--- src/rtl/lb_region_pkg.sv ---
// Shared constants and the region decode function for the local-bus region splitter.
package lb_region_pkg;

   localparam int FAULT_W = 16;
   localparam int MAX_CH  = 16;
   localparam int MAX_SW  = 32;
   localparam int IDX_W   = 4;

   typedef struct packed {
      logic [MAX_CH-1:0] onehot;
      logic              unmapped;
      logic [IDX_W-1:0]  idx;
   } grant_t;

   function automatic int region_sw(input int aw, input int sel_lsb);
      return aw - sel_lsb;
   endfunction

   // Lowest matching index wins, so duplicate bases still give a one-hot grant.
   function automatic grant_t region_grant(input logic [MAX_SW-1:0]        field,
                                           input logic [MAX_CH*MAX_SW-1:0] bases,
                                           input int                       n_ch,
                                           input int                       sw);
      grant_t                     g;
      logic [MAX_SW-1:0]          mask;
      logic [MAX_SW-1:0]          base_i;
      logic [MAX_CH*MAX_SW-1:0]   shifted;
      g          = '0;
      g.unmapped = 1'b1;
      mask       = (sw >= MAX_SW) ? '1 : ((MAX_SW'(1) << sw) - MAX_SW'(1));
      for (int i = 0; i < MAX_CH; i++) begin
         shifted = bases >> (i * sw);
         base_i  = shifted[MAX_SW-1:0] & mask;
         if ((i < n_ch) && g.unmapped && ((field & mask) == base_i)) begin
            g.onehot[i] = 1'b1;
            g.unmapped  = 1'b0;
            g.idx       = IDX_W'(i);
         end
      end
      return g;
   endfunction

endpackage

--- src/rtl/lb_region_pipe.sv ---
// Valid-plus-payload shift register; carries the read select until its data is due.
module lb_region_pipe #(
   parameter int DEPTH = 2,
   parameter int W     = 5
) (
   input  logic         clk,
   input  logic         rst_n,
   input  logic         in_valid,
   input  logic [W-1:0] in_data,
   output logic         out_valid,
   output logic [W-1:0] out_data
);

   logic [DEPTH-1:0]        valid_d, valid_q;
   logic [DEPTH-1:0][W-1:0] data_d,  data_q;

   always_comb begin
      valid_d    = valid_q;
      data_d     = data_q;
      valid_d[0] = in_valid;
      data_d[0]  = in_data;
      for (int k = 1; k < DEPTH; k++) begin
         valid_d[k] = valid_q[k-1];
         data_d[k]  = data_q[k-1];
      end
   end

   always_ff @(posedge clk or negedge rst_n) begin
      if (!rst_n) begin
         valid_q <= '0;
         data_q  <= '0;
      end else begin
         valid_q <= valid_d;
         data_q  <= data_d;
      end
   end

   assign out_valid = valid_q[DEPTH-1];
   assign out_data  = data_q[DEPTH-1];

endmodule

--- src/rtl/lb_region_mux.sv ---
// Local-bus region splitter: decodes the address field into N_CH regions, issues write and
// read strobes, muxes the delayed read data back and records accesses to unmapped addresses.
module lb_region_mux
   import lb_region_pkg::*;
#(
   parameter int                                N_CH          = 4,
   parameter int                                AW            = 24,
   parameter int                                DW            = 32,
   parameter int                                SEL_LSB       = 20,
   parameter logic [N_CH*(AW-SEL_LSB)-1:0]      BASES         = {4'd3, 4'd2, 4'd1, 4'd0},
   parameter int                                READ_LAT      = 3,
   parameter logic [DW-1:0]                     UNMAPPED_DATA = 32'hdeadf00d
) (
   input  logic                 clk,
   input  logic                 rst_n,
   input  logic [AW-1:0]        lb_addr,
   input  logic                 lb_strobe,
   input  logic                 lb_rd,
   output logic [N_CH-1:0]      ch_write,
   output logic [N_CH-1:0]      ch_ren,
   input  logic [N_CH*DW-1:0]   ch_rdata,
   output logic [DW-1:0]        lb_data_in,
   output logic                 lb_rd_valid,
   output logic [FAULT_W-1:0]   fault_count,
   output logic [AW-1:0]        fault_addr
);

   // Bus semantics: lb_strobe qualifies lb_addr/lb_rd for exactly one cycle and there is no
   // back-pressure; lb_rd_valid is a one-cycle pulse READ_LAT cycles after each read strobe.

   localparam int                     SW       = region_sw(AW, SEL_LSB);
   localparam int                     EXT_W    = MAX_CH * MAX_SW;
   localparam logic [EXT_W-1:0]       BASES_X  = EXT_W'(BASES);
   localparam logic [MAX_CH-1:0]      CH_MASK  = MAX_CH'((32'd1 << N_CH) - 32'd1);
   localparam int                     PW       = IDX_W + 1;

   grant_t                grant;
   logic                  unmapped;
   logic [N_CH-1:0]       hit_mask;
   logic                  rd_strobe;
   logic                  wr_strobe;
   logic [N_CH-1:0]       ch_ren_d,      ch_ren_q;
   logic [DW-1:0]         lb_data_d,     lb_data_q;
   logic                  lb_rd_valid_d, lb_rd_valid_q;
   logic [FAULT_W-1:0]    fault_count_d, fault_count_q;
   logic [AW-1:0]         fault_addr_d,  fault_addr_q;
   logic                  sel_valid;
   logic [PW-1:0]         sel_payload;
   logic [DW-1:0]         rd_sel;

   always_comb begin
      grant     = region_grant(MAX_SW'(lb_addr[AW-1:SEL_LSB]), BASES_X, N_CH, SW);
      // A grant outside the configured regions cannot occur, but would be reported as a fault.
      unmapped  = grant.unmapped | (|(grant.onehot & ~CH_MASK));
      hit_mask  = grant.onehot[N_CH-1:0];
      rd_strobe = lb_strobe & lb_rd;
      wr_strobe = lb_strobe & ~lb_rd;
      ch_write  = {N_CH{wr_strobe}} & hit_mask;
      ch_ren_d  = {N_CH{rd_strobe}} & hit_mask;
   end

   lb_region_pipe #(
      .DEPTH (READ_LAT - 1),
      .W     (PW)
   ) u_sel_pipe (
      .clk       (clk),
      .rst_n     (rst_n),
      .in_valid  (rd_strobe),
      .in_data   ({unmapped, grant.idx}),
      .out_valid (sel_valid),
      .out_data  (sel_payload)
   );

   always_comb begin
      rd_sel = '0;
      for (int i = 0; i < N_CH; i++) begin
         if (sel_payload[IDX_W-1:0] == IDX_W'(i)) rd_sel = ch_rdata[i*DW +: DW];
      end
      lb_rd_valid_d = sel_valid;
      lb_data_d     = lb_data_q;
      if (sel_valid) lb_data_d = sel_payload[IDX_W] ? UNMAPPED_DATA : rd_sel;
   end

   always_comb begin
      fault_count_d = fault_count_q;
      fault_addr_d  = fault_addr_q;
      if (lb_strobe && unmapped) begin
         fault_addr_d = lb_addr;
         if (fault_count_q != '1) fault_count_d = fault_count_q + FAULT_W'(1);
      end
   end

   always_ff @(posedge clk or negedge rst_n) begin
      if (!rst_n) begin
         ch_ren_q      <= '0;
         lb_data_q     <= '0;
         lb_rd_valid_q <= 1'b0;
         fault_count_q <= '0;
         fault_addr_q  <= '0;
      end else begin
         ch_ren_q      <= ch_ren_d;
         lb_data_q     <= lb_data_d;
         lb_rd_valid_q <= lb_rd_valid_d;
         fault_count_q <= fault_count_d;
         fault_addr_q  <= fault_addr_d;
      end
   end

   assign ch_ren      = ch_ren_q;
   assign lb_data_in  = lb_data_q;
   assign lb_rd_valid = lb_rd_valid_q;
   assign fault_count = fault_count_q;
   assign fault_addr  = fault_addr_q;

endmodule

--- config.mk ---
export PLATFORM = sky130hd
export DESIGN_NAME = lb_region_mux
export DESIGN_NICKNAME = d
export VERILOG_FILES = /design/src/rtl/lb_region_pkg.sv /design/src/rtl/lb_region_pipe.sv /design/src/rtl/lb_region_mux.sv
export SDC_FILE = /design/constraint.sdc
export NUM_CORES = 1
export LEC_CHECK = 0
export BUFFER_PORTS_ARGS = -buffer_cell sky130_fd_sc_hd__buf_2
export CAP_MARGIN = 10
export CORE_MARGIN = 8
export CORE_UTILIZATION = 41
export CTS_BUF_LIST = sky130_fd_sc_hd__clkbuf_4
export DETAILED_ROUTE_END_ITERATION = 7
export GPL_TIMING_DRIVEN = 0
export HOLD_SLACK_MARGIN = 0.15
export PLACE_DENSITY = 0.76
export REMOVE_ABC_BUFFERS = 1
export SLEW_MARGIN = 20
export SYNTH_ARGS = -nofsm -noshare
export SYNTH_HDL_FRONTEND = slang
export SYNTH_SLANG_ARGS = --single-unit
--- constraint.sdc ---
create_clock -name clk -period 2.2 [get_ports clk]
set_input_delay 0.22 -clock clk [delete_from_list [all_inputs] [get_ports clk]]
set_output_delay 0.22 -clock clk [all_outputs]
set_load 0.01 [all_outputs]
Word-level counts from Yosys, hierarchy flattened
Index checks and enable logic that the tools add are counted.
{"block": "totals", "out_inout_bits": 81, "ff_bits": 89, "in_bits": 156, "wordCells": 40}
{"block": "classes", "n_reduce_logical": 7, "n_addsub": 1, "eq_ne": 7, "n_bitwise": 5, "n_mux": 12}
{"cell": "32-bit two-way mux", "n": 5}
{"cell": "32-bit logical NOT", "n": 1}
{"cell": "16-bit by 1-bit adder with 16-bit output, second input constant", "n": 1}
{"cell": "4-bit by 2-bit == test with 1-bit output, second input constant", "n": 4}
{"cell": "16-bit != test, second input constant", "n": 1}
{"cell": "5-bit two-way mux", "n": 3}
{"cell": "4-bit bitwise AND", "n": 2}
{"cell": "4-bit by 1-bit == test with 1-bit output, second input constant", "n": 2}
{"cell": "6-bit two-way mux", "n": 1}
{"cell": "1-bit logical AND", "n": 4}
{"cell": "4-bit logical NOT", "n": 1}
{"cell": "1-bit two-way mux", "n": 3}
{"cell": "1-bit bitwise AND", "n": 2}
{"cell": "2-bit AND reduction", "n": 1}
{"cell": "1-bit NOT", "n": 1}

Depth between registers and ports, before layout
{"block": "logic_depth", "ltp_word": 10, "depth_mapped": 5}

Hierarchy
From an unflattened synthesis, not the netlist that was laid out.
{"block": "hier_totals", "hier_cells": 460, "hier_area_um2": 4415.5}
{"module": "lb_region_mux", "cells_each": 448, "area_each_um2": 4115.2, "seq_area_each_um2": 1926.8, "instances": 1}
{"module": "lb_region_pipe", "cells_each": 12, "area_each_um2": 300.3, "seq_area_each_um2": 300.3, "instances": 1}

Least setup slack after synthesis
OpenSTA, ideal clock, no wires.
{"block": "synth_path", "path_kind": "reg2reg", "start": "reg fault_count_q[0], in the netlist fault_count[0]", "end": "reg fault_count_q[1], in the netlist fault_count[1]", "stages_incl_launch_ff": 6, "required_ns": 2.075, "synth_period_minus_slack_ns": 1.666, "path_slack_ns": 0.534, "arrival_ns": 1.541, "cell_sequence": "dfrtp_1 -> ha_1 -> nand4_1 -> nor4_1 -> nor2_1 -> mux2_2"}
{"block": "synth_via", "elab_chain_cells": 2, "elab_cells_between_ends": 3, "classes_between": "add/sub: 1; eq/ne: 1; reduce/logical: 1"}
{"element": "from (decl)", "line_no": "lb_region_mux.sv:45", "rtl": "logic [FAULT_W-1:0] fault_count_d, fault_count_q;"}
{"element": "from (signal assigned)", "line_no": "lb_region_mux.sv:104", "rtl": "fault_count_q <= fault_count_d;"}
{"element": "parallel branches: the longest is 2 deep, another holds 16-bit by 1-bit adder with 16-bit output"}
Several ways; the timed one is not identified.
A chain may end at the register's enable or synchronous reset.

Worst setup path in the final report
{"block": "layout_path", "start": "in lb_addr[22]", "end": "reg fault_count_q[6], in the netlist fault_count[6]"}
{"block": "layout_via", "elab_chain_cells": 10, "elab_cells_between_ends": 13, "classes_between": "eq/ne: 3; mux: 4; reduce/logical: 6"}
{"element": "from (decl)", "line_no": "lb_region_mux.sv:16", "rtl": "input logic [AW-1:0] lb_addr,"}
{"element": "32-bit logical NOT"}
{"element": "6-bit two-way mux", "line_no": "lb_region_pkg.sv:34", "rtl": "if ((i < n_ch) && g.unmapped && ((field & mask) == base_i)) begin"}
{"element": "1-bit logical AND", "line_no": "lb_region_pkg.sv:34"}
{"element": "5-bit two-way mux", "line_no": "lb_region_pkg.sv:34"}
{"element": "1-bit logical AND", "line_no": "lb_region_pkg.sv:34"}
{"element": "5-bit two-way mux", "line_no": "lb_region_pkg.sv:34"}
{"element": "1-bit logical AND", "line_no": "lb_region_pkg.sv:34"}
{"element": "5-bit two-way mux (*)", "line_no": "lb_region_pkg.sv:34"}
{"element": "1-bit logical AND (*)", "line_no": "lb_region_mux.sv:87", "rtl": "if (lb_strobe && unmapped) begin"}
{"element": "2-bit AND reduction (no line) (*)"}
Mark *: on every way between the ends. The rest lies on a longest branch, timed or not.

==> reports/results.ini <==
[global_routing]
grt_antenna_before_repair = 2
grt_util_met2_pct = 35.9
grt.met1_usage_pct = 24.3
grt_max_degree = 45
gr-usage-all-layers_pct = 21.4
first_pass_grt_wire_length_mm = 22.0
globalRouteOverflowTotal = 0
gr-max-usage-layer = met2
grt_pass1_vias = 4018
grt.met3_usage_pct = 6.98

[floorplanning]
placementRows = 36
die_area_mm2 = 0.0134
initial_core_util_pct = 42.0
die_width_um = 116
design.portCount = 237
core_area_mm2 = 0.00968
die-height_um = 116

[run_status]
run_status = finished, final reports clean

[setup_path]
crit_path_class = in -> reg
timing.critical_path.from_type = input pin
worstRegToRegCells = 5
r2r_slack_ns = 0.16
worst_path_max_delay_cell = sky130_fd_sc_hd__o21a_1
critPathArrivalTime_ns = 2.41
critPathRequiredTime_ns = 2.54
crit_path_cell_trace = dlygate4sd3_1, buf_2, o21a_1, nand3_1, a311oi_1, xnor2_1
critical_path_peak_fanout = 24
worstSetupEndpointType = register
slowest_delay_ns = 0.69
rr_endpoint = fault_count[1]$_DFFE_PN0P_
launch_point_of_the_worst_reg_to_reg_path = fault_count[0]$_DFFE_PN0P_

[cts]
root_driver = sky130_fd_sc_hd__clkbuf_4
clock_tree.buffer_depth = 2
clock_insertion_delay_worst_skew_ns = 0.42
cts_tree = yes
cts_h_tree_depth = 3
cts.clk_slew.worst_paths_ns = 0.15
total_cts_buffers = 9
clock_sinks = 85
cts.repair_timing.setup_buffer_count = 0

[synthesis]
synth.avg_cell_area_um2 = 11.6
synth-simple-area-share_pct = 15.9
syn-cell-area_mm2 = 0.00407
yosys-mux-area-fraction_pct = 18.3
cell_with_the_most_instances_after_synthesis = sky130_fd_sc_hd__nand2_1
compound_gate_portion_of_the_synthesized_area_pct = 7.56
synth_top_family_by_area = multiplexers
yosys.area.top_type_share_pct = 52.3
synth.area.top_cells = sky130_fd_sc_hd__dfrtp_1, sky130_fd_sc_hd__mux4_2, sky130_fd_sc_hd__nand2_1
synth_fa_ha_area_share_pct = 0.307
synth_ff_type = sky130_fd_sc_hd__dfrtp_1
synth-async-reset-ratio_pct = 100
ys_top_cells_by_count = sky130_fd_sc_hd__nand2_1, sky130_fd_sc_hd__dfrtp_1, sky130_fd_sc_hd__mux4_2, sky130_fd_sc_hd__inv_1, sky130_fd_sc_hd__o22a_1
synthXorXnorAreaFrac_pct = 2.15
synthesis.yosys.warnings = 0
synth-seq-area-share_pct = 52.3
yosys_register_bits = 85
synthCells = 350
netlist-cell-type-count = 37
synth_edf_count = 0
synthDominantAreaCellType = sky130_fd_sc_hd__dfrtp_1

[layout]
final_util_pct = 60.9
final.fill_count = 791
area_overhead_vs_synth_pct = 44.9
layout_cells_sized_above_1_pct = 48.7
fin_area_mm2 = 0.00590
num-nets-final = 770

[sta]
setup_violations = 0
report.final.hold_viol_count = 0
rsz_0062_raised_after_global_routing = false
fmax_mhz = 483
timing.final.max_slew_violations = 0
transition_time_at_the_pin_with_the_least_slew_margin_ns = 0.847
final.setup_skew_ns = 0.0117
final_cycle_share_pct = 94.1
timing.slew.headroom_pct = 43.5
finalWorstPathRequiredPeriod_ns = 2.07
tns_ns = 0

[pwr]
power.density_mw_per_mm2 = 671
static-leakage-power_nw = 2.86
p_total_mw = 3.96
vdd.ir_drop.worst_v = 0.000528

[routing]
num_vias = 3843
postRouteWirelength_mm = 14.4
ant_nets = 0
drt_iter0_markers = 267
drt-vias-per-instance = 5.10
remaining_drc_errors = 0
routedWlPerCell_um = 19.2
drt_pass1_iterations = 4

[worst_hold_path]
worst_hold_path_type = in -> reg
hold_end = lb_data_in[20]$_DFFE_PN0P_
min_from = ch_rdata[20]
worst_hold_path.num_cells = 4

[place]
detailed_place.area_mm2 = 0.00540
routabilityCongestion = 0.905
dp_hpwl_mm = 10.9
placement.io_buffers = 236

[flow_run]
max-cap-violations = 0

cells in the final DEF (no fill, tap or decap), drive strengths merged, types with 2 or more instances in the layout:
cell type / instances
nor4: 3
nand2: 95
dlygate4sd3: 31
clkinv: 3
a31oi: 3
nor3: 7
a21oi: 2
o21a: 2
clkbuf: 9
xor2: 8
buf: 238
nand3: 7
xnor2: 2
inv: 22
dfrtp: 85
nand3b: 2
a311oi: 2
bufinv: 2
o22a: 18
diode: 2
o21ai: 17
mux2: 2
nor2: 12
nand4: 3
mux4: 32
final cells by class:
type	instances	area [um^2]	area share [%]
flip-flops and latches	85	2130	36.1
clock buffers	9	67.6	1.15
clock inverters	7	98.8	1.68
multi-input cells	227	1810	30.6
well taps	133	166	2.82
inverters	21	78.8	1.34
diodes	2	5.00	0.0849
repair buffers	269	1540	26.1
how the worst max path moves through the flow:
stage                     slack (ns)                     endpoint                             start  cells after the start
after detailed placement        -0.1   lb_data_in[29]$_DFFE_PN0P_   u_sel_pipe.valid_q[1]$_DFF_PN0_                      3
final                           0.13   fault_count[6]$_DFFE_PN0P_                       lb_addr[22]                      6
after CTS                       0.13  fault_count[13]$_DFFE_PN0P_                       lb_addr[23]                      6
after floorplan                -0.11   lb_data_in[30]$_DFFE_PN0P_  u_sel_pipe.out_data[0]$_DFF_PN0_                      2
after global placement         -0.51    lb_data_in[8]$_DFFE_PN0P_  u_sel_pipe.out_data[0]$_DFF_PN0_                      3
after global routing           0.001   fault_count[4]$_DFFE_PN0P_                       lb_addr[22]                      6
per-layer routing:
layer / up-vias / share of wire (%)
li1: 1758 / -
met3: 32 / 11
met4: 0 / 3.5
met2: 219 / 49
met5: - / 0
met1: 1834 / 37
worst max-delay path: cells and delay by family:
kind                      cells  cell delay, ns
xor gates and xnor gates      1            0.17
buffers and inverters         2            0.74
AOI/OAI and AO/OA             2            1.03
and+or+nand+nor               1            0.24
through the flow:
step	hold slack (ns)	cells	worst slack [ns]
floorplan	-0.0756	333	-0.111
global placement	0.334	702	-0.509
CTS	0.170	751	0.128
finish	0.209	753	0.129
global route	0.173	752	0.00106
detailed placement	0.251	704	-0.0960
cell families (layout without fill, tap and decap cells):
| logic type | count (synthesis) | in the layout |
|---|---|---|
| xor+xnor | 10 | 10 |
| fa+ha+maj | 1 | 1 |
| flops | 85 | 85 |
| mux | 34 | 34 |
| other cells | 0 | 2 |
| buf+inv | 38 | 306 |
| simple gates | 138 | 138 |
| compound gates | 44 | 44 |
sequential cells by signal (all words and copies together) (netlist names):
name,flops
ch_ren,4
fault_addr,24
fault_count,16
lb_data_in,32
lb_rd_valid,1
u_sel_pipe.data_d,3
u_sel_pipe.out_data,3
u_sel_pipe.valid_q,2
where the power goes:
group | total (mW) | switching, mW | internal (mW) | leakage [nW]
Clock | 1.04 | 0.576 | 0.467 | 0.0865
Sequential | 1.97 | 0.221 | 1.75 | 1.01
Combinational | 0.945 | 0.472 | 0.473 | 1.77
what timing repair did:
action / 4_1_cts / 5_1_grt
gates resized for setup: 2 / 0
hold buffers: 31 / 0
setup endpoints to repair: 18 / 0
hold endpoints to repair: 73 / 0
No activity file was read; power rests on OpenSTA's default activity.
